===== src/rtl/muldiv_seq.sv =====
// Iterative unsigned 32x32 multiply / restoring divide sharing one adder; done DATAWIDTH+1 cycles after start
// (one cycle for divide-by-zero). No backpressure: start is taken only in IDLE, otherwise dropped.

module add_suber #(
    parameter int W = 32
) (
    input  logic [W-1:0] data_A,
    input  logic [W-1:0] data_B,
    input  logic         sub_flag,
    output logic [W-1:0] result,
    output logic         co,
    output logic         zero,
    output logic         result_sign,
    output logic         overflow
);
    logic [W:0]   full;
    logic [W-1:0] b_eff;

    // Subtract is A + ~B + 1, so co=1 on subtract means no borrow.
    always_comb begin
        b_eff       = sub_flag ? ~data_B : data_B;
        full        = {1'b0, data_A} + {1'b0, b_eff} + {{W{1'b0}}, sub_flag};
        result      = full[W-1:0];
        co          = full[W];
        zero        = (result == '0);
        result_sign = result[W-1];
        overflow    = (data_A[W-1] == b_eff[W-1]) && (result[W-1] != data_A[W-1]);
    end
endmodule

module muldiv_seq #(
    parameter int DATAWIDTH = 32
) (
    input  logic                 clk,
    input  logic                 rst,
    input  logic                 start,
    input  logic                 op,
    input  logic [DATAWIDTH-1:0] op_a,
    input  logic [DATAWIDTH-1:0] op_b,
    output logic                 busy,
    output logic                 done,
    output logic [DATAWIDTH-1:0] result_lo,
    output logic [DATAWIDTH-1:0] result_hi,
    output logic                 div_by_zero
);
    localparam int W = DATAWIDTH;
    localparam logic [5:0] LAST_CNT = 6'(DATAWIDTH - 1);

    typedef enum logic [1:0] {
        S_IDLE,
        S_RUN,
        S_DONE
    } state_t;

    state_t         state_q, state_d;
    logic [W-1:0]   acc_q, acc_d;
    logic [W-1:0]   q_q, q_d;
    logic [W-1:0]   m_q, m_d;
    logic [5:0]     cnt_q, cnt_d;
    logic           op_q, op_d;
    logic [W-1:0]   res_lo_q, res_lo_d;
    logic [W-1:0]   res_hi_q, res_hi_d;
    logic           dbz_q, dbz_d;

    logic [W-1:0]   acc_shl, q_shl;
    logic           shl_out;
    logic [W-1:0]   add_a, add_res;
    logic           add_co;
    logic           adder_zero_unused, adder_sign_unused, adder_ovf_unused;
    logic           mul_c;
    logic [W-1:0]   mul_sum;
    logic [W-1:0]   step_acc, step_q;

    add_suber #(.W(W)) u_add_suber (
        .data_A      (add_a),
        .data_B      (m_q),
        .sub_flag    (op_q),
        .result      (add_res),
        .co          (add_co),
        .zero        (adder_zero_unused),
        .result_sign (adder_sign_unused),
        .overflow    (adder_ovf_unused)
    );

    // One iteration of either algorithm, computed from the current registers.
    always_comb begin
        shl_out  = acc_q[W-1];
        acc_shl  = {acc_q[W-2:0], q_q[W-1]};
        q_shl    = {q_q[W-2:0], 1'b0};
        add_a    = op_q ? acc_shl : acc_q;
        mul_c    = 1'b0;
        mul_sum  = acc_q;
        step_acc = acc_q;
        step_q   = q_q;
        if (!op_q) begin
            if (q_q[0]) begin
                mul_c   = add_co;
                mul_sum = add_res;
            end
            step_acc = {mul_c, mul_sum[W-1:1]};
            step_q   = {mul_sum[0], q_q[W-1:1]};
        end else if (shl_out || add_co) begin
            step_acc = add_res;
            step_q   = {q_shl[W-1:1], 1'b1};
        end else begin
            step_acc = acc_shl;
            step_q   = q_shl;
        end
    end

    always_comb begin
        state_d  = state_q;
        acc_d    = acc_q;
        q_d      = q_q;
        m_d      = m_q;
        cnt_d    = cnt_q;
        op_d     = op_q;
        res_lo_d = res_lo_q;
        res_hi_d = res_hi_q;
        dbz_d    = dbz_q;
        case (state_q)
            S_IDLE: begin
                if (start) begin
                    op_d  = op;
                    m_d   = op_b;
                    q_d   = op_a;
                    acc_d = '0;
                    cnt_d = '0;
                    dbz_d = 1'b0;
                    if (op && (op_b == '0)) begin
                        state_d  = S_DONE;
                        res_lo_d = '1;
                        res_hi_d = op_a;
                        dbz_d    = 1'b1;
                    end else begin
                        state_d = S_RUN;
                    end
                end
            end
            S_RUN: begin
                acc_d = step_acc;
                q_d   = step_q;
                cnt_d = cnt_q + 6'd1;
                if (cnt_q == LAST_CNT) begin
                    state_d  = S_DONE;
                    res_lo_d = step_q;
                    res_hi_d = step_acc;
                end
            end
            S_DONE:  state_d = S_IDLE;
            default: state_d = S_IDLE;
        endcase
    end

    always_ff @(posedge clk or posedge rst) begin
        if (rst) begin
            state_q  <= S_IDLE;
            acc_q    <= '0;
            q_q      <= '0;
            m_q      <= '0;
            cnt_q    <= '0;
            op_q     <= 1'b0;
            res_lo_q <= '0;
            res_hi_q <= '0;
            dbz_q    <= 1'b0;
        end else begin
            state_q  <= state_d;
            acc_q    <= acc_d;
            q_q      <= q_d;
            m_q      <= m_d;
            cnt_q    <= cnt_d;
            op_q     <= op_d;
            res_lo_q <= res_lo_d;
            res_hi_q <= res_hi_d;
            dbz_q    <= dbz_d;
        end
    end

    assign busy        = (state_q != S_IDLE);
    assign done        = (state_q == S_DONE);
    assign result_lo   = res_lo_q;
    assign result_hi   = res_hi_q;
    assign div_by_zero = dbz_q;
endmodule

===== config.mk =====
export PLATFORM = sky130hd
export DESIGN_NAME = muldiv_seq
export DESIGN_NICKNAME = d
export VERILOG_FILES = /design/src/rtl/muldiv_seq.sv
export SDC_FILE = /design/constraint.sdc
export NUM_CORES = 1
export LEC_CHECK = 0
export CORE_AREA = 2 2 147 149
export CTS_CLUSTER_DIAMETER = 80
export CTS_CLUSTER_SIZE = 12
export DETAILED_ROUTE_END_ITERATION = 8
export DIE_AREA = 0 0 149 151
export GPL_TIMING_DRIVEN = 0
export PLACE_DENSITY = 0.76
export SKIP_LAST_GASP = 1
export SLEW_MARGIN = 10
export SYNTH_ARGS = -nofsm -noshare
export SYNTH_HDL_FRONTEND = slang
export SYNTH_SLANG_ARGS = --single-unit

===== constraint.sdc =====
create_clock -name clk -period 9.15 [get_ports clk]
set_clock_uncertainty 0.2 [all_clocks]
set_input_delay 2.745 -clock clk [delete_from_list [all_inputs] [get_ports clk]]
set_output_delay 2.745 -clock clk [all_outputs]
set_load 0.1 [all_outputs]

==> run summary <==
Status = completed
Die Y-Extent = 151 um
Clock network power share = 12.5%
Max Cap Viol = 0
Via count = 10060
Pre-CTS WS = 2.418 ns
Synth Instances = 1226
Port Buffers = 134
WL final = 34.92 mm
Most frequent cells in the layout = nand2_1 (223), dfrtp_1 (170), clkdlybuf4s50_1 (134)
GRT Util Overall = 31.38%
Num ports = 135
Post-synthesis area per instance = 8.706 sq um
Sw Ratio = 51.79%
Initial DRC Count = 720
Crit path time final = 6.831 ns
CTS Buf Count = 17
Max Slew Vio Count = 0
Critical Path AT = 6.92 ns
Slack of the critical path = 2.319 ns
Worst Path Max Fanout = 10
Final Wtd Congestion = 0.9402
Crit-path cells = buf_2 -> clkbuf_1 -> buf_1 -> clkbuf_1 -> buf_1 -> xor2_1 -> fa_1 -> a211oi_1 -> o211ai_1 -> and3_1 -> o32ai_4 -> o21ai_2 -> clkbuf_1 -> nand2_1 -> a21boi_0 -> o21ai_0
Htree depth = 4
Core area = 20820 sq um
EDFF count, synth = 0
Slew margin rel. = 31.24%
Post-Place Cell Area = 12390 sq um
WL per Instance = 20.93 um
Hold Slack = 0.2921 ns
Worst path max stage delay = 0.75 ns
Worst Hold Class = flop to flop
Synth top area cells = dfrtp_1 (40%), nand2_1 (7.8%), a21oi_1 (3.9%)
Nets = 1481
Crit path required time = 9.24 ns
Largest net degree at the start of global routing = 107
Total power = 5.896 mW
1st-pass router iterations = 5
Pwr dens = 454.1 nW/um^2
Slowest-stage cell, CP = buf_1
Hold buffer count at CTS = 0
Critical Path Source Type = flop
Vias per cell = 6.030
Asr flop ratio synth = 100.0%
Chip width = 149 um
Cell Int Power = 2.842 mW
Post-Place Cells = 1636
Synth Register Bits = 170
Initial antenna violation count = 1
Worst Tran Pin Value = 1.028 ns
Post-CTS setup buffer count = 0
Final Hold Viols = 0
Post-detail-place hpwl = 26.84 mm
Sw power = 3.054 mW
Fin area = 12980 sq um
CTS Root Cell = clkbuf_16
Clk_lat worst skew = 0.44 ns
# clock sinks = 170
RSZ-0062 raised after global routing = no
Synth Cell Area = 10670 sq um
Synth Flop Type = dfrtp_1
Final setup viols = 0
Layout cells sized above 1 = 7.035%
Crit end category = flop
F_max = 146.4 MHz
Peak VDD IR = 0.1904 mV
Clock Tree Buf Depth = 2
Num rows = 53
Cell taking the most area after synthesis = dfrtp_1
Comb pwr share = 66.9%
CTS tree = yes
Reg clk slew, reported paths = 0.08 ns
Non-Filler Instances = 1668
Synth Warn # = 0
Initial core utilization = 51.26%
Sequential fraction of the synthesis area = 39.85%
Reg power frac = 20.6%
DRC Markers = 0
Yosys cell types = 76
Number of global-route vias before repair = 9598
Antenna viol nets, final = 0
Syn_nets = 1327
Synth-to-Final Area Change = 21.63%
N_diodes = 0
Static leakage = 5.683 nW
Fin crit share = 74.65%
First-pass GRT wire length = 54.00 mm
Top cell by count, worst path = clkbuf_1
Synth top area share = 39.85%
Grt total ovfl = 0
Die area = 22500 sq um
Post-CTS Resized = 0
Commonest non-fill, non-tap cell in the layout = nand2_1
CP Class = flop to flop
==> Yosys cell counts (5+ instances only) <==
cell	number
nand2_1	223
dfrtp_1	170
nor2_1	112
a21oi_1	84
clkbuf_1	63
a31oi_1	51
o21ai_0	50
xor2_1	46
mux2i_1	39
ha_1	32
a221o_1	31
mux2_2	29
a21o_1	27
nand3_1	21
inv_1	18
a211oi_1	16
and3_1	15
buf_1	14
xnor2_1	14
buf_2	12
nor2b_1	10
o211ai_1	10
nand4_1	9
or3_1	9
and2_1	8
o31ai_1	7
a22o_1	6
nor4_1	6
o21a_1	6
a211o_1	5
nor3_1	5
o21ai_1	5
==> metal layers <==
metal  part of all wire [%]  global-route usage, %  wire length (um)
met5                      0                      0                 0
met4                    2.4                  10.29               827
met3                    6.1                  4.066              2120
met2                     48                  52.63             16640
met1                     44                  42.36             15330
==> through the flow <==
step	TNS [ns]	util, %
after floorplan	0	-
after global placement	-102.31	59.36
after detailed placement	0	59.52
after CTS	0	62.35
after global routing	0	62.35
final	0	62.35
==> logic make-up (layout without fill, tap and decap cells) <==
group	after synthesis	count (layout)	share of synthesized area, %
buffers and inverters	112	279	4.267
adder cells (fa/ha/maj)	33	33	3.939
XOR/XNOR	60	60	4.923
flip-flops	170	170	39.85
AO/OA/AOI/OAI	349	349	22.72
AND/OR/NAND/NOR	434	434	17.58
multiplexers	68	68	6.717
==> cell type report <==
class | instances | area, sq um
timing repair buffer | 135 | 1369
buffer | 93 | 384.1
sequential | 170 | 4254
fill | 1856 | 7840
inverter | 19 | 78.83
multi-input combinational | 944 | 5964
tap | 275 | 344.1
clock inverter | 14 | 148.9
clock buffer | 18 | 439.2
==> flip-flops by register name, summed over array words and instances (netlist names) <==
name / count
acc_q: 32
m_q: 32
q_q: 32
result_hi: 32
result_lo: 32
cnt_q: 6
state_q: 2
div_by_zero: 1
op_q: 1
==> critical path: cells and delay by family, from the launching register on <==
family / cells / cell delay [ns]
buf+inv: 6 / 2.93
fa+ha+maj: 1 / 0.52
flops: 1 / 0.32
compound gates: 6 / 1.92
xor+xnor: 1 / 0.30
simple gates: 2 / 0.47
==> power groups by stage <==
stage | sequential, mW | clock [mW] | combinational, mW
final | 1.21 | 0.738 | 3.94
after global routing | 1.24 | 0.770 | 4.28
after CTS | 1.20 | 0.737 | 3.87
after detailed placement | 1.21 | 0 | 3.85
after global placement | 1.21 | 0 | 3.80
after floorplan | 1.21 | 0 | 2.83
==> path summary, 6_finish.rpt <==
check                      slack [ns]         start      endpoint  cells after the start
min reg2reg                      0.29  result_hi[6]  result_hi[6]                      2
min in group asynchronous        2.64           rst  result_lo[6]                      2
max reg2reg                      2.32          op_q        q_q[0]                     16
max                              2.32          op_q        q_q[0]                     16
max in group asynchronous        5.33           rst     acc_q[20]                      3
min                              0.29  result_hi[6]  result_hi[6]                      2
(Power assumes the default switching activity.)
